### src/rtl/mem_ctrl_arb_if.sv
// Bus bundle for mem_ctrl_arb: the IF and MEM request channels, the shared
// read-data/status outputs and the byte-wide RAM port.
//   slave  : controller side (takes requests and ram_din, drives done/rdata/RAM strobes)
//   master : requester/RAM side (drives requests and ram_din, observes the rest)
// Signals:
//   if_req/if_addr/if_flush/if_done                  IF read channel
//   mem_req/mem_we/mem_size/mem_addr_i/mem_wdata/
//   mem_done                                         MEM read/write channel
//   rdata_o, busy                                    shared result and status
//   ram_addr/ram_wr/ram_dout/ram_din                 byte-serial RAM port
interface mem_ctrl_arb_if #(
    parameter int ADDR_W = 32,
    parameter int DATA_W = 32
);
    logic              if_req;
    logic [ADDR_W-1:0] if_addr;
    logic              if_flush;
    logic              if_done;

    logic              mem_req;
    logic              mem_we;
    logic [1:0]        mem_size;
    logic [ADDR_W-1:0] mem_addr_i;
    logic [DATA_W-1:0] mem_wdata;
    logic              mem_done;

    logic [DATA_W-1:0] rdata_o;
    logic              busy;

    logic [ADDR_W-1:0] ram_addr;
    logic              ram_wr;
    logic [7:0]        ram_dout;
    logic [7:0]        ram_din;

    modport slave (
        input  if_req, if_addr, if_flush,
        input  mem_req, mem_we, mem_size, mem_addr_i, mem_wdata,
        input  ram_din,
        output if_done, mem_done, rdata_o, busy,
        output ram_addr, ram_wr, ram_dout
    );

    modport master (
        output if_req, if_addr, if_flush,
        output mem_req, mem_we, mem_size, mem_addr_i, mem_wdata,
        output ram_din,
        input  if_done, mem_done, rdata_o, busy,
        input  ram_addr, ram_wr, ram_dout
    );
endinterface

### src/rtl/mem_ctrl_arb.sv
// Byte-serial memory controller arbitrating an IF (read-only) channel and a
// MEM (read/write) channel onto one 8-bit RAM port. Requests of 1, 2 or 4
// bytes are moved one byte per beat; reads are assembled little-endian into
// rdata_o, writes are split from the latched write word.
// Ports:
//   clk   : clock, all state on the rising edge
//   rst   : asynchronous active-low reset
//   bus   : mem_ctrl_arb_if slave modport (channels, status, RAM port)
// Parameters:
//   ADDR_W   byte-address width
//   DATA_W   channel word width (multiple of 8)
//   RD_LAT   wait cycles between a RAM address change and the ram_din sample
//   ARB_MODE 0 = MEM always wins a tie, 1 = round-robin
module mem_ctrl_arb #(
    parameter int ADDR_W   = 32,
    parameter int DATA_W   = 32,
    parameter int RD_LAT   = 1,
    parameter int ARB_MODE = 0
) (
    input  logic          clk,
    input  logic          rst,
    mem_ctrl_arb_if.slave bus
);
    localparam int BYTES  = DATA_W / 8;
    localparam int BEAT_W = (BYTES > 1) ? $clog2(BYTES) : 1;
    localparam int WAIT_W = $clog2(RD_LAT + 1);

    typedef enum logic [1:0] {
        IDLE = 2'd0,
        BUSY = 2'd1,
        DONE = 2'd2
    } state_t;

    state_t            state, state_nxt;
    logic              own_mem, own_mem_nxt;     // 1 = MEM owns the transfer
    logic              last_mem, last_mem_nxt;   // round-robin pointer: MEM granted last
    logic              we_q, we_nxt;
    logic [BEAT_W-1:0] beat, beat_nxt;
    logic [BEAT_W-1:0] last_beat, last_beat_nxt;
    logic [WAIT_W-1:0] wcnt, wcnt_nxt;
    logic [ADDR_W-1:0] addr_q, addr_nxt;
    logic              ram_wr_q, ram_wr_nxt;
    logic [7:0]        dout_q, dout_nxt;
    logic [DATA_W-1:0] rdata_q, rdata_nxt;
    logic [DATA_W-1:0] wdata_q, wdata_nxt;
    logic              if_done_q, if_done_nxt;
    logic              mem_done_q, mem_done_nxt;
    logic              grant_mem;
    logic              beat_last;
    logic [BEAT_W-1:0] beat_inc;

    // Index of the final beat for a size code, clipped to the channel width.
    function automatic logic [BEAT_W-1:0] last_beat_of(input logic [1:0] size);
        int n;
        case (size)
            2'b00:   n = 1;
            2'b01:   n = 2;
            default: n = 4;
        endcase
        if (n > BYTES) n = BYTES;
        return BEAT_W'(n - 1);
    endfunction

    assign beat_last = (beat == last_beat);
    assign beat_inc  = beat + 1'b1;

    // Tie-break only matters when both channels request in the same cycle.
    always_comb begin
        grant_mem = bus.mem_req;
        if (bus.mem_req && bus.if_req) begin
            grant_mem = (ARB_MODE == 0) ? 1'b1 : !last_mem;
        end
    end

    always_comb begin
        state_nxt     = state;
        own_mem_nxt   = own_mem;
        last_mem_nxt  = last_mem;
        we_nxt        = we_q;
        beat_nxt      = beat;
        last_beat_nxt = last_beat;
        wcnt_nxt      = wcnt;
        addr_nxt      = addr_q;
        ram_wr_nxt    = ram_wr_q;
        dout_nxt      = dout_q;
        rdata_nxt     = rdata_q;
        wdata_nxt     = wdata_q;
        if_done_nxt   = 1'b0;
        mem_done_nxt  = 1'b0;

        unique case (state)
            IDLE: begin
                if (bus.if_req || bus.mem_req) begin
                    own_mem_nxt   = grant_mem;
                    last_mem_nxt  = grant_mem;
                    we_nxt        = grant_mem && bus.mem_we;
                    addr_nxt      = grant_mem ? bus.mem_addr_i : bus.if_addr;
                    last_beat_nxt = grant_mem ? last_beat_of(bus.mem_size) : last_beat_of(2'b10);
                    wdata_nxt     = bus.mem_wdata;
                    beat_nxt      = '0;
                    wcnt_nxt      = '0;
                    rdata_nxt     = '0;
                    ram_wr_nxt    = grant_mem && bus.mem_we;
                    dout_nxt      = (grant_mem && bus.mem_we) ? bus.mem_wdata[7:0] : 8'h00;
                    state_nxt     = BUSY;
                end
            end

            BUSY: begin
                if (!own_mem && bus.if_flush) begin
                    // Aborted IF read: drop straight back, keep partial rdata.
                    addr_nxt  = '0;
                    state_nxt = IDLE;
                end else if (we_q) begin
                    // The byte on ram_dout is committed at this edge.
                    if (beat_last) begin
                        ram_wr_nxt   = 1'b0;
                        addr_nxt     = '0;
                        mem_done_nxt = own_mem;
                        if_done_nxt  = !own_mem;
                        state_nxt    = DONE;
                    end else begin
                        addr_nxt = addr_q + 1'b1;
                        beat_nxt = beat_inc;
                        dout_nxt = wdata_q[{beat_inc, 3'b000} +: 8];
                    end
                end else begin
                    if (wcnt != WAIT_W'(RD_LAT)) begin
                        wcnt_nxt = wcnt + 1'b1;
                    end else begin
                        rdata_nxt[{beat, 3'b000} +: 8] = bus.ram_din;
                        if (beat_last) begin
                            addr_nxt     = '0;
                            mem_done_nxt = own_mem;
                            if_done_nxt  = !own_mem;
                            state_nxt    = DONE;
                        end else begin
                            addr_nxt = addr_q + 1'b1;
                            beat_nxt = beat_inc;
                            wcnt_nxt = '0;
                        end
                    end
                end
            end

            DONE: begin
                // done pulses for this one cycle; grants resume from IDLE.
                state_nxt = IDLE;
            end

            default: state_nxt = IDLE;
        endcase
    end

    always_ff @(posedge clk or negedge rst) begin
        if (!rst) begin
            state      <= IDLE;
            own_mem    <= 1'b0;
            last_mem   <= 1'b0;
            we_q       <= 1'b0;
            beat       <= '0;
            last_beat  <= '0;
            wcnt       <= '0;
            addr_q     <= '0;
            ram_wr_q   <= 1'b0;
            dout_q     <= 8'h00;
            rdata_q    <= '0;
            if_done_q  <= 1'b0;
            mem_done_q <= 1'b0;
        end else begin
            state      <= state_nxt;
            own_mem    <= own_mem_nxt;
            last_mem   <= last_mem_nxt;
            we_q       <= we_nxt;
            beat       <= beat_nxt;
            last_beat  <= last_beat_nxt;
            wcnt       <= wcnt_nxt;
            addr_q     <= addr_nxt;
            ram_wr_q   <= ram_wr_nxt;
            dout_q     <= dout_nxt;
            rdata_q    <= rdata_nxt;
            if_done_q  <= if_done_nxt;
            mem_done_q <= mem_done_nxt;
        end
    end

    // Latched write word is pure data and never read before it is loaded.
    always_ff @(posedge clk) begin
        wdata_q <= wdata_nxt;
    end

    assign bus.ram_addr = addr_q;
    assign bus.ram_wr   = ram_wr_q;
    assign bus.ram_dout = dout_q;
    assign bus.rdata_o  = rdata_q;
    assign bus.if_done  = if_done_q;
    assign bus.mem_done = mem_done_q;
    assign bus.busy     = (state != IDLE);
endmodule

### src/flat_wrapper.sv
// flat-port wrapper written by rule: the top's interface ports become plain ports
module mem_ctrl_arb_flat 
#(
    parameter int ADDR_W   = 32,
    parameter int DATA_W   = 32,
    parameter int RD_LAT   = 1,
    parameter int ARB_MODE = 0
)
  (clk, rst, bus_if_req, bus_if_addr, bus_if_flush, bus_mem_req, bus_mem_we, bus_mem_size, bus_mem_addr_i, bus_mem_wdata, bus_ram_din, bus_if_done, bus_mem_done, bus_rdata_o, bus_busy, bus_ram_addr, bus_ram_wr, bus_ram_dout);
  mem_ctrl_arb_if #(.ADDR_W(ADDR_W), .DATA_W(DATA_W)) bus_i ();
  input  logic clk;
  input  logic rst;
  input wire logic [$bits(bus_i.if_req)-1:0] bus_if_req;
  input wire logic [$bits(bus_i.if_addr)-1:0] bus_if_addr;
  input wire logic [$bits(bus_i.if_flush)-1:0] bus_if_flush;
  input wire logic [$bits(bus_i.mem_req)-1:0] bus_mem_req;
  input wire logic [$bits(bus_i.mem_we)-1:0] bus_mem_we;
  input wire logic [$bits(bus_i.mem_size)-1:0] bus_mem_size;
  input wire logic [$bits(bus_i.mem_addr_i)-1:0] bus_mem_addr_i;
  input wire logic [$bits(bus_i.mem_wdata)-1:0] bus_mem_wdata;
  input wire logic [$bits(bus_i.ram_din)-1:0] bus_ram_din;
  output wire logic [$bits(bus_i.if_done)-1:0] bus_if_done;
  output wire logic [$bits(bus_i.mem_done)-1:0] bus_mem_done;
  output wire logic [$bits(bus_i.rdata_o)-1:0] bus_rdata_o;
  output wire logic [$bits(bus_i.busy)-1:0] bus_busy;
  output wire logic [$bits(bus_i.ram_addr)-1:0] bus_ram_addr;
  output wire logic [$bits(bus_i.ram_wr)-1:0] bus_ram_wr;
  output wire logic [$bits(bus_i.ram_dout)-1:0] bus_ram_dout;
  assign bus_i.if_req = bus_if_req;
  assign bus_i.if_addr = bus_if_addr;
  assign bus_i.if_flush = bus_if_flush;
  assign bus_i.mem_req = bus_mem_req;
  assign bus_i.mem_we = bus_mem_we;
  assign bus_i.mem_size = bus_mem_size;
  assign bus_i.mem_addr_i = bus_mem_addr_i;
  assign bus_i.mem_wdata = bus_mem_wdata;
  assign bus_i.ram_din = bus_ram_din;
  assign bus_if_done = bus_i.if_done;
  assign bus_mem_done = bus_i.mem_done;
  assign bus_rdata_o = bus_i.rdata_o;
  assign bus_busy = bus_i.busy;
  assign bus_ram_addr = bus_i.ram_addr;
  assign bus_ram_wr = bus_i.ram_wr;
  assign bus_ram_dout = bus_i.ram_dout;
  mem_ctrl_arb #(.ADDR_W(ADDR_W), .DATA_W(DATA_W), .RD_LAT(RD_LAT), .ARB_MODE(ARB_MODE)) u_core (.clk(clk), .rst(rst), .bus(bus_i));
endmodule
### config.mk
export PLATFORM = sky130hd
export DESIGN_NAME = mem_ctrl_arb_flat
export DESIGN_NICKNAME = d
export VERILOG_FILES = /design/src/rtl/mem_ctrl_arb_if.sv /design/src/rtl/mem_ctrl_arb.sv /design/src/flat_wrapper.sv
export SDC_FILE = /design/constraint.sdc
export NUM_CORES = 1
export LEC_CHECK = 0
export ABC_AREA = 0
export CORE_MARGIN = 8
export CORE_UTILIZATION = 40
export DETAILED_ROUTE_END_ITERATION = 16
export PLACE_DENSITY = 0.69
export RECOVER_POWER = 50
export SKIP_CTS_REPAIR_TIMING = 1
export SYNTH_ARGS = -nofsm -noshare
export SYNTH_HDL_FRONTEND = slang
export SYNTH_SLANG_ARGS = --single-unit
export TNS_END_PERCENT = 100
### constraint.sdc
create_clock -name clk -period 5.3 [get_ports clk]
set_input_delay 0.795 -clock clk [delete_from_list [all_inputs] [get_ports clk]]
set_output_delay 0.795 -clock clk [all_outputs]
set_load 0.005 [all_outputs]
# Word-level counts from Yosys, hierarchy flattened
# Index checks and enable logic that the tools add are counted.
# classes
addsub	5
n_mul	0
div	0
magnitude_cmp	1
eq_ne	12
shifts	3
muxes	60
bitwise	0
n_reduce_logical	17
# op_table
cell	n
32-bit two-way mux	12
32-bit case mux with 2 select lines	2
8-bit two-way mux	5
32-bit by 1-bit adder with 32-bit output, second input constant	1
32-bit bitwise mux	1
32-bit by 4-bit > comparator with 1-bit output, second input constant	1
8-bit by 7-bit variable shift with 32-bit output, first input constant	1
32-bit by 6-bit variable part select with 8-bit output	1
8-bit by 7-bit variable part select with 32-bit output	1
2-bit two-way mux	14
1-bit two-way mux	20
8-bit case mux with 2 select lines	1
5-bit AND reduction	3
2-bit by 1-bit != test with 1-bit output, second input constant	4
2-bit case mux with 2 select lines	2
4-bit AND reduction	2
5-bit negator with 7-bit output	1
2-bit != test, second input constant	3
3-bit case mux with 2 select lines	1
2-bit by 1-bit == test with 1-bit output, second input constant	2
2-bit zero test	2
4-bit by 1-bit != test with 1-bit output, second input constant	1
1-bit case mux with 2 select lines	2
2-bit AND reduction	2
10 further kinds	13
# totals
regBits	116
latchBits	0
ramBits	0
romBits	0
inputBits	112
output_inout_bits	76
word_cells	111
memories	0

# Logic depth before layout (Yosys ltp)
# Gate-level depths: netlist (run 1).
# depth
word_depth	10
ltp_mapped	9
mapped_depth_nobuf	6

# Worst setup path after synthesis (run 1)
# Ideal clock, no wire load.
# synth_path
path_type	input to register
startpoint	in bus_mem_req
endpoint	reg u_core.wdata_q[0], enable pin
setup_ns	0.388
t_arrival_ns	2.302
required_time_ns	4.912
path_slack_ns	2.610
stages	4
path_buffers	2
path_cell_list	clkbuf_1 > buf_2 > o21ai_0 > inv_1
# synth_between
elab_chain_cells	2
# synth_lines
element	line_no	text
start, declared	flat_wrapper.sv:16	input wire logic [$bits(bus_i.mem_req)-1:0] bus_mem_req;
1-bit logical OR	mem_ctrl_arb.sv:93	if (bus.if_req || bus.mem_req) begin
2-bit AND reduction (no source line)	--	
end signal, assigned	mem_ctrl_arb.sv:189	wdata_q <= wdata_nxt;
end, declared	mem_ctrl_arb.sv:45	logic [DATA_W-1:0] wdata_q, wdata_nxt;
# Every way passes these cells.
# A chain may end at the register's enable or synchronous reset.

# Worst setup path after layout (run 1)
# layout_path
startpoint	in bus_mem_req
endpoint	reg u_core.wdata_q[20], enable pin
# The elaborated chain is that of the path after synthesis.

==> results.py, run 1 <==
metrics = {
    "status": {
        "outcome": "finished with violations",
        "violations": "max-capacitance violations, max-slew violations",
    },
    "cts": {
        "cts_num_sinks": 116,
        "clk_pin_slew_ns": 0.06,
        "h-tree-depth": 4,
        "cts_tree": "done",
        "cts-root-buf": "clkbuf_16",
        "clock_latency_ns": 0.41,
        "numCtsBuffers": 17,
        "clockBufferDepth": 2,
    },
    "finish": {
        "drive_gt1_share_pct": 8.410,
        "layout.nets": 865,
        "final_common_cell": "clkdlybuf4s50_1",
        "seq_area_um2": 3063,
        "fin_util_pct": 58.60,
        "final_cell_mix": "clkdlybuf4s50_1, dfrtp_1, dlygate4sd3_1",
        "multi_input_area_um2": 2576,
        "fin_area_um2": 8517,
        "fillers": 1266,
        "antenna_cells": 0,
        "syn_to_final_growth_pct": 43.15,
    },
    "routing": {
        "num_vias": 5286,
        "dr.pass1.iters": 5,
        "wl_um": 17740,
        "avgViaCountPerCell": 5.594,
        "remaining_drc_errors": 0,
        "wl_per_cell_um": 18.77,
        "drtIter0Drc": 362,
        "ant_nets": 0,
    },
    "place": {
        "post-place-ws_ns": 1.966,
        "hpwlAfterDp_um": 12830,
        "dpl_cell_area_um2": 7940,
        "place_congestion": 0.8416,
        "portBuffers": 187,
    },
    "die": {
        "rows": 44,
        "die_width_um": 138.0,
        "die_area_um2": 19030,
        "pin_count": 188,
        "initial_utilization_pct": 40.93,
        "die_y_um": 138.0,
        "core_um2": 14530,
    },
    "power_and_ir_drop": {
        "peakVddDrop_uv": 246.9,
        "powerDensity_nw_per_um2": 528.0,
        "p_leak_nw": 3.445,
    },
    "synthesis": {
        "synthMuxAreaShare_pct": 9.611,
        "synth-seq-cells": 116,
        "synth.distinct_cells": 57,
        "synth_top_family_by_area": "compound AO/OA/AOI/OAI gates",
        "ys.flop_type": "dfrtp_1",
        "synth-async-reset-ratio_pct": 72.41,
        "synth-simple-area-share_pct": 14.60,
        "synth.cell_area_um2": 5949,
        "synthCells": 572,
        "synth_compound_area_share_pct": 17.50,
        "synth_warnings": 0,
        "syn_area_per_cell_um2": 10.40,
        "syn_nets": 689,
        "yosysSeqAreaShare_pct": 51.48,
        "synth_xor_area_share_pct": 0.4206,
        "synth_edf_count": 32,
        "yosys.area_share.adder_pct": 1.052,
    },
    "timing": {
        "timing.fmax_mhz": 329.3,
        "rsz0062_at_grt": "false",
        "maxSlewViolCount": 120,
        "period_minus_slack_ns": 3.037,
        "finalCritPeriodShare_pct": 57.31,
        "tns_ns": 0,
        "setup_viol_count_final": 0,
        "fin_worst_skew_ns": 0.006188,
        "holdWs_ns": 0.4974,
        "worstMarginPinSlew_ns": 2.149,
        "setup_ws_ns": 2.263,
        "relSlewSlack_pct": -43.25,
        "hold_viol": 0,
    },
    "worst_setup_path": {
        "reg2reg_depth": 5,
        "required_ns": 5.30,
        "timing.rr.end": "u_core.bus.ram_dout[0]",
        "critPathKind": "in -> reg",
        "cp.arrival_ns": 3.04,
        "r2r-start": "u_core.beat[0]",
        "reg2reg_slack_ns": 2.51,
        "crit_fanout": 39,
        "crit_path_end_kind": "flop",
        "start_kind": "input pin",
    },
    "min_path": {
        "hold_end": "u_core.bus.ram_wr",
        "hold_path_startpoint": "u_core.bus.ram_wr",
        "hp-class": "reg -> reg",
        "holdPathStages": 2,
    },
    "global_routing": {
        "overflow": 0,
        "grt_pass1_wl_um": 28180,
        "antenna_found_initial": 1,
        "grt_pass1_vias": 5389,
        "grt_use_total_pct": 18.89,
        "grt_max_degree": 85,
    },
    "job": {
        "maxCapViolCount": 2,
    },
}
## report_power, final
part	internal (mW)	switching, mW
clock network	0.684	0.425
logic	0.875	1.02
registers	1.22	0.271
total	2.78	1.71
## cell families (layout without fill, tap and decap cells)
| logic type | Yosys count | after routing |
|---|---|---|
| AO/OA/AOI/OAI | 161 | 161 |
| XOR/XNOR | 2 | 2 |
| adder cells (fa/ha/maj) | 5 | 5 |
| buffers and inverters | 80 | 269 |
| flip-flops | 116 | 116 |
| multiplexers | 46 | 46 |
| AND/OR/NAND/NOR | 162 | 162 |
## cell usage after synthesis (2+ instances only)
| cell type | n | area [um^2] |
|---|---|---|
| nor3_1 | 14 | 70.07 |
| a21o_1 | 2 | 15.01 |
| o32ai_1 | 2 | 17.52 |
| clkbuf_1 | 21 | 78.83 |
| a22o_1 | 15 | 131.4 |
| ha_1 | 5 | 62.56 |
| buf_1 | 3 | 11.26 |
| o21a_1 | 3 | 22.52 |
| a22oi_1 | 2 | 15.01 |
| mux4_2 | 8 | 180.2 |
| nor2b_1 | 4 | 25.02 |
| edfxtp_1 | 32 | 960.9 |
| or4_1 | 5 | 37.54 |
| and3_1 | 5 | 31.28 |
| nor2_1 | 31 | 116.4 |
| o211ai_1 | 5 | 37.54 |
| o32a_1 | 9 | 90.09 |
| nand2b_1 | 3 | 18.77 |
| nor4_4 | 2 | 42.54 |
| and4_1 | 4 | 35.03 |
| nor4_1 | 4 | 25.02 |
| nand2_1 | 23 | 86.33 |
| a211o_1 | 3 | 26.28 |
| inv_1 | 47 | 176.4 |
| buf_2 | 8 | 40.04 |
| a21oi_1 | 27 | 135.1 |
| o22a_1 | 3 | 26.28 |
| o21ai_0 | 59 | 295.3 |
| nand4_1 | 5 | 31.28 |
| a31oi_1 | 10 | 62.56 |
| o22ai_1 | 12 | 75.07 |
| mux2i_1 | 29 | 290.3 |
| nand3_1 | 52 | 260.3 |
| mux2_2 | 9 | 101.4 |
| dfrtp_1 | 84 | 2102 |
## cell type report
type / instances / area share, %
timing repair buffer: 190 / 22.08
multi-input combinational: 376 / 30.25
clock buffer: 21 / 5.906
clock inverter: 11 / 1.028
sequential: 116 / 35.96
inverter: 47 / 2.071
tap: 184 / 2.703
## metrics by stage
stage,power (mW),instances
after floorplan,2.635,572
after global placement,3.366,913
after detailed placement,3.426,913
after CTS,4.555,945
after global routing,4.802,945
final,4.497,945
## routing by layer
metal	vias to the layer above	global-route usage (%)	part of all wire [%]
li1	2505	-	-
met1	2556	24.27	43
met2	196	30.07	47
met3	27	5.036	8.1
met4	2	6.746	1.7
met5	-	0	0.045
## registers in the layout (all words and copies together) (netlist names)
signal / flops
u_core.bus.rdata_o: 32
u_core.bus.if_done: 1
u_core.bus.ram_wr: 1
u_core.own_mem: 1
u_core.beat: 2
u_core.bus.ram_dout: 8
u_core.bus.ram_addr: 32
u_core.we_q: 1
u_core.state: 2
u_core.bus.mem_done: 1
u_core.last_beat: 2
u_core.wdata_q: 32
u_core.wcnt: 1
## worst max-delay path, stage by stage
cell      delay [ns]
buf_2           0.09
buf_4           0.50
o21ai_0         0.26
inv_1           0.09
clkbuf_1        1.27
## worst max path at each step
stage / start / end / slack (ns) / depth (start not counted)
2_1_floorplan: bus_mem_req / u_core.wdata_q[0] / 2.61 / 4
3_5_place_dp: bus_mem_req / u_core.bus.ram_addr[25] / 1.97 / 7
3_3_place_gp: bus_mem_req / u_core.bus.ram_addr[25] / 2.10 / 7
5_1_grt: bus_mem_req / u_core.wdata_q[20] / 2.03 / 5
6_report: bus_mem_req / u_core.wdata_q[20] / 2.26 / 5
4_1_cts: bus_mem_req / u_core.bus.ram_addr[25] / 2.41 / 7
Power figures use the tool's default switching activity.
==> inputs of run 2 (changes only) <==
--- a/config.mk
+++ b/config.mk
@@ -9,7 +9,7 @@
 export CORE_MARGIN = 8
 export CORE_UTILIZATION = 40
 export DETAILED_ROUTE_END_ITERATION = 16
-export PLACE_DENSITY = 0.69
+export PLACE_DENSITY = 0.71
 export RECOVER_POWER = 50
 export SKIP_CTS_REPAIR_TIMING = 1
 export SYNTH_ARGS = -nofsm -noshare
==> constraint.sdc (replaced) <==
create_clock -name clk -period 2.52 [get_ports clk]
set_input_delay 0.378 -clock clk [delete_from_list [all_inputs] [get_ports clk]]
set_output_delay 0.378 -clock clk [all_outputs]
set_load 0.005 [all_outputs]
==> run 2 against run 1 <==
  * The flow still finishes with violations (max-capacitance violations, max-slew violations)
  * Clock power up 100%
  * Sequential cell count unchanged
  * Non-clock buffer count up 14
  * Worst hold slack worse by 0.17 ns
  * Critical path type is now reg -> reg
  * Combinational power up 130%
  * Critical path depth up 1
  * First-iteration DRC count up 26%
  * Final cell count up 1.7%
==> results.py, run 2 (same netlist as run 1, synthesis figures left out) <==
metrics = {
    "status": {
        "outcome": "finished with violations",
        "violations": "max-capacitance violations, max-slew violations",
    },
    "timing": {
        "maxSlewViolCount": 85,
        "relSlewSlack_pct": -40.86,
        "hold_viol": 0,
        "setup_viol_count_final": 0,
        "rsz0062_at_grt": "false",
        "period_minus_slack_ns": 2.299,
        "finalCritPeriodShare_pct": 91.22,
        "tns_ns": 0,
        "fin_worst_skew_ns": 0.008327,
        "worstMarginPinSlew_ns": 2.113,
        "timing.fmax_mhz": 435.0,
    },
    "routing": {
        "remaining_drc_errors": 0,
        "avgViaCountPerCell": 5.554,
        "dr.pass1.iters": 5,
        "wl_um": 18080,
        "wl_per_cell_um": 18.82,
        "num_vias": 5337,
        "drtIter0Drc": 457,
        "ant_nets": 0,
    },
    "finish": {
        "fin_area_um2": 8630,
        "final_common_cell": "clkdlybuf4s50_1",
        "syn_to_final_growth_pct": 45.05,
        "fin_util_pct": 59.38,
        "layoutNonFillerInstCount": 961,
        "fillers": 1235,
        "seq_area_um2": 3063,
        "final_cell_mix": "clkdlybuf4s50_1, dfrtp_1, dlygate4sd3_1",
        "multi_input_area_um2": 2582,
        "layout.nets": 879,
        "drive_gt1_share_pct": 9.806,
    },
    "cts": {
        "numCtsBuffers": 17,
        "clockBufferDepth": 2,
        "cts-root-buf": "clkbuf_16",
        "clock_latency_ns": 0.41,
        "cts_num_sinks": 116,
        "cts_tree": "done",
        "clk_pin_slew_ns": 0.05,
        "h-tree-depth": 4,
    },
    "power_and_ir_drop": {
        "power_mw": 9.627,
        "switching_share_pct": 37.61,
        "p_comb_share_pct": 44.5,
        "p_leak_nw": 3.519,
        "powerDensity_nw_per_um2": 1116,
        "peakVddDrop_uv": 623.0,
        "intPower_mw": 6.006,
        "switchingPower_mw": 3.621,
        "clkPwrFrac_pct": 23.4,
        "seq_power_share_pct": 32.1,
    },
    "worst_setup_path": {
        "timing.rr.end": "u_core.bus.ram_addr[26]",
        "reg2reg_slack_ns": 0.22,
        "crit_fanout": 6,
        "critPathKind": "reg -> reg",
        "required_ns": 2.86,
        "crit_path_end_kind": "flop",
        "cp.arrival_ns": 2.64,
        "r2r-start": "u_core.bus.ram_addr[0]",
        "reg2reg_depth": 6,
        "start_kind": "flop",
    },
    "min_path": {
        "hold_end": "u_core.bus.ram_wr",
        "hp-class": "in -> reg",
        "hold_path_startpoint": "bus_mem_req",
        "holdPathStages": 3,
    },
    "global_routing": {
        "antenna_found_initial": 1,
        "grt_pass1_vias": 5435,
        "grt_pass1_wl_um": 27810,
        "grt_max_degree": 85,
        "overflow": 0,
        "grt_use_total_pct": 18.84,
    },
    "die": {
        "pin_count": 188,
        "die_width_um": 138.0,
        "rows": 44,
        "die_y_um": 138.0,
        "initial_utilization_pct": 40.93,
        "core_um2": 14530,
        "die_area_um2": 19030,
    },
    "place": {
        "place_congestion": 0.8766,
        "portBuffers": 187,
        "dpl_cell_area_um2": 8082,
        "placed_cells_incl_taps": 927,
        "hpwlAfterDp_um": 13190,
    },
    "job": {
        "maxCapViolCount": 1,
    },
}
## run 2: cell types whose count changed in the layout (fill, tap and decap cells not counted), sizes merged, moves of 2 or more
cell and delta:
clkbuf +2, inv -4, diode +2, buf +14
## run 2: per-stage QoR
| stage | hold slack [ns] | setup WS, ns |
|---|---|---|
| after floorplan | 0.08241 | 0.1436 |
| after global placement | 0.4496 | 0.1548 |
| after detailed placement | 0.4549 | 0.02072 |
| after CTS | 0.01821 | 0.2749 |
| after global routing | 0.3333 | 0.09093 |
| final | 0.3236 | 0.2213 |
## run 2: layout make-up
class                   count  share of cell area [%]
clock buffers              23                   5.539
inverters                  47                   2.044
clock inverters             9                  0.9279
diodes                      2                 0.05800
flip-flops and latches    116                   35.49
multi-input cells         376                   29.93
repair buffers            204                   23.34
well taps                 184                   2.668
## run 2: worst max path at each step
| stage | start | endpoint | slack (ns) | cells past startpoint |
|---|---|---|---|---|
| finish | u_core.bus.ram_addr[0] | u_core.bus.ram_addr[26] | 0.22 | 6 |
| global route | u_core.bus.ram_addr[0] | u_core.bus.ram_addr[26] | 0.09 | 6 |
| CTS | u_core.bus.ram_addr[0] | u_core.bus.ram_addr[26] | 0.27 | 6 |
| global placement | bus_if_req | u_core.bus.rdata_o[3] | 0.15 | 6 |
| detailed placement | bus_if_req | u_core.bus.rdata_o[1] | 0.02 | 6 |
| floorplan | u_core.beat[0] | u_core.bus.ram_dout[0] | 0.14 | 8 |
## run 2: layer usage
metal  global-route usage [%]  part of all wire [%]  up-vias
met3                    6.413                   8.7       26
met4                    6.269                   1.5        2
met1                    23.72                    42     2563
met5                        0                 0.050        -
li1                         -                     -     2516
met2                    29.74                    48      230
## run 2: power by group through the flow
stage	registers, mW	logic (mW)	clock network [mW]
after floorplan	3.00	2.54	0
after global placement	3.08	4.19	0
after detailed placement	3.11	4.33	0
after CTS	3.09	4.35	2.29
after global routing	3.17	4.69	2.39
final	3.09	4.28	2.25
## run 2: worst max-delay path, cell delays in order (launching register included)
cell     delay (ns)
dfrtp_1        0.44
ha_1           0.23
nand3_1        0.20
nor4_4         0.51
nand3_1        0.24
or4_1          0.51
nand3_1        0.10
==> inputs of run 3 (changes only) <==
--- a/config.mk
+++ b/config.mk
@@ -8,8 +8,9 @@
 export ABC_AREA = 0
 export CORE_MARGIN = 8
 export CORE_UTILIZATION = 40
+export CTS_CLUSTER_SIZE = 14
 export DETAILED_ROUTE_END_ITERATION = 16
-export PLACE_DENSITY = 0.71
+export PLACE_DENSITY = 0.75
 export RECOVER_POWER = 50
 export SKIP_CTS_REPAIR_TIMING = 1
 export SYNTH_ARGS = -nofsm -noshare
==> run 3 against run 2 <==
  * The run now ends clean
  * Sequential power hardly changed
  * Worst hold slack improved by 0.17 ns
  * Total power is 0.36% higher
  * Clock power is 4% higher
  * Critical endpoint is now bus_busy
==> results.py, run 3 (same netlist as run 1, synthesis figures left out) <==
metrics = {
    "worst_setup_path": {
        "crit_path_end_kind": "primary output",
        "cpMaxStageDelayCell": "dfrtp_1",
        "critPathKind": "reg -> out",
        "worstPathCellList": "nor2_1 > inv_1 > clkdlybuf4s50_1",
        "reg2reg_depth": 5,
        "cp_slowest_stage_delay_ns": 0.48,
        "cp.arrival_ns": 1.84,
        "crit_fanout": 7,
        "required_ns": 2.14,
        "start_kind": "flop",
        "r2r-start": "u_core.state[0]",
        "timing.rr.end": "u_core.bus.rdata_o[19]",
        "reg2reg_slack_ns": 0.31,
    },
    "global_routing": {
        "grt_use_total_pct": 19.24,
        "grt_max_degree": 41,
        "antenna_found_initial": 0,
        "overflow": 0,
        "grt_pass1_vias": 5602,
        "grt_pass1_wl_um": 28630,
    },
    "min_path": {
        "holdPathStages": 1,
        "hold_path_startpoint": "u_core.bus.ram_dout[6]",
        "hold_end": "u_core.bus.ram_dout[6]",
        "hp-class": "reg -> reg",
    },
    "timing": {
        "timing.fmax_mhz": 451.4,
        "tns_ns": 0,
        "relSlewSlack_pct": 27.65,
        "holdWs_ns": 0.4961,
        "finalCritPeriodShare_pct": 87.92,
        "hold_viol": 0,
        "setup_viol_count_final": 0,
        "rsz0062_at_grt": "false",
        "fin_worst_skew_ns": 0.009980,
        "period_minus_slack_ns": 2.216,
        "worstMarginPinSlew_ns": 1.085,
        "maxSlewViolCount": 0,
    },
    "place": {
        "place_congestion": 0.9054,
        "portBuffers": 187,
        "hpwlAfterDp_um": 13600,
        "placed_cells_incl_taps": 932,
    },
    "cts": {
        "clockBufferDepth": 2,
        "h-tree-depth": 4,
        "cts-root-buf": "clkbuf_16",
        "cts_tree": "done",
        "cts_num_sinks": 116,
        "clk_pin_slew_ns": 0.05,
        "numCtsBuffers": 17,
        "clock_latency_ns": 0.41,
    },
    "power_and_ir_drop": {
        "peakVddDrop_uv": 631.9,
        "p_leak_nw": 3.565,
        "powerDensity_nw_per_um2": 1115,
        "power_mw": 9.661,
    },
    "die": {
        "die_area_um2": 19030,
        "die_width_um": 138.0,
        "initial_utilization_pct": 40.93,
        "pin_count": 188,
        "die_y_um": 138.0,
        "core_um2": 14530,
        "rows": 44,
    },
    "routing": {
        "drtIter0Drc": 407,
        "wl_um": 18120,
        "wl_per_cell_um": 18.80,
        "avgViaCountPerCell": 5.663,
        "num_vias": 5459,
        "remaining_drc_errors": 0,
        "ant_nets": 0,
        "dr.pass1.iters": 5,
    },
    "finish": {
        "syn_to_final_growth_pct": 45.64,
        "final_cell_mix": "clkdlybuf4s50_1, dfrtp_1, dlygate4sd3_1",
        "antenna_cells": 0,
        "layoutNonFillerInstCount": 964,
        "drive_gt1_share_pct": 10.38,
        "final_common_cell": "clkdlybuf4s50_1",
        "layout.nets": 885,
    },
    "status": {
        "outcome": "complete, no violations",
    },
    "job": {
        "maxCapViolCount": 0,
    },
}
## run 3: cell count changes in the layout (fill, tap and decap cells not counted), sizes merged
cell,delta
buf,+4
bufinv,+1
dlygate4sd3,+3
clkinvlp,-4
diode,-2
clkdlybuf4s50,-2
clkinv,+3
## run 3: worst max-delay path: cells and delay by family (launching register included)
kind                   cells  cell delay (ns)
and+or+nand+nor            1             0.32
buffers and inverters      2             0.63
DFF                        1             0.48
## run 3: worst max-delay path by stage
| stage | from | end | slack (ns) |
|---|---|---|---|
| 2_1_floorplan | u_core.beat[0] | u_core.bus.ram_dout[0] | 0.14 |
| 3_3_place_gp | bus_if_flush | u_core.bus.rdata_o[4] | 0.18 |
| 3_5_place_dp | bus_if_req | u_core.bus.rdata_o[19] | 0.03 |
| 4_1_cts | u_core.state[1] | bus_busy | 0.28 |
| 5_1_grt | u_core.beat[0] | u_core.bus.rdata_o[7] | 0.06 |
| 6_report | u_core.state[1] | bus_busy | 0.30 |
## run 3: layout make-up
cell class              instances  area [um^2]
repair buffers                210         2031
multi-input cells             376         2584
well taps                     184        230.2
clock inverters                 9        106.4
fillers                      1231         5869
clock buffers                  22        474.2
inverters                      47        176.4
flip-flops and latches        116         3063
## run 3: power breakdown
part | internal, mW | switching, mW
combinational | 1.99 | 2.24
clock | 1.52 | 0.808
sequential | 2.57 | 0.527
total | 6.08 | 3.58
## run 3: layer usage
metal	GRT usage [%]	up-vias	routed length [um]
met5	0	-	0
met2	31.03	245	8803
met1	23.25	2649	7307
li1	-	2529	-
met3	5.688	36	1586
met4	8.955	0	425
## run 3: through the flow
stage,util [%],cell area (um^2),setup WS [ns]
after CTS,59.69,8676,0.2830
after detailed placement,55.70,8095,0.03069
after floorplan,-,5951,0.1436
after global placement,55.70,8095,0.1806
final,59.62,8665,0.3045
after global routing,59.62,8665,0.05948
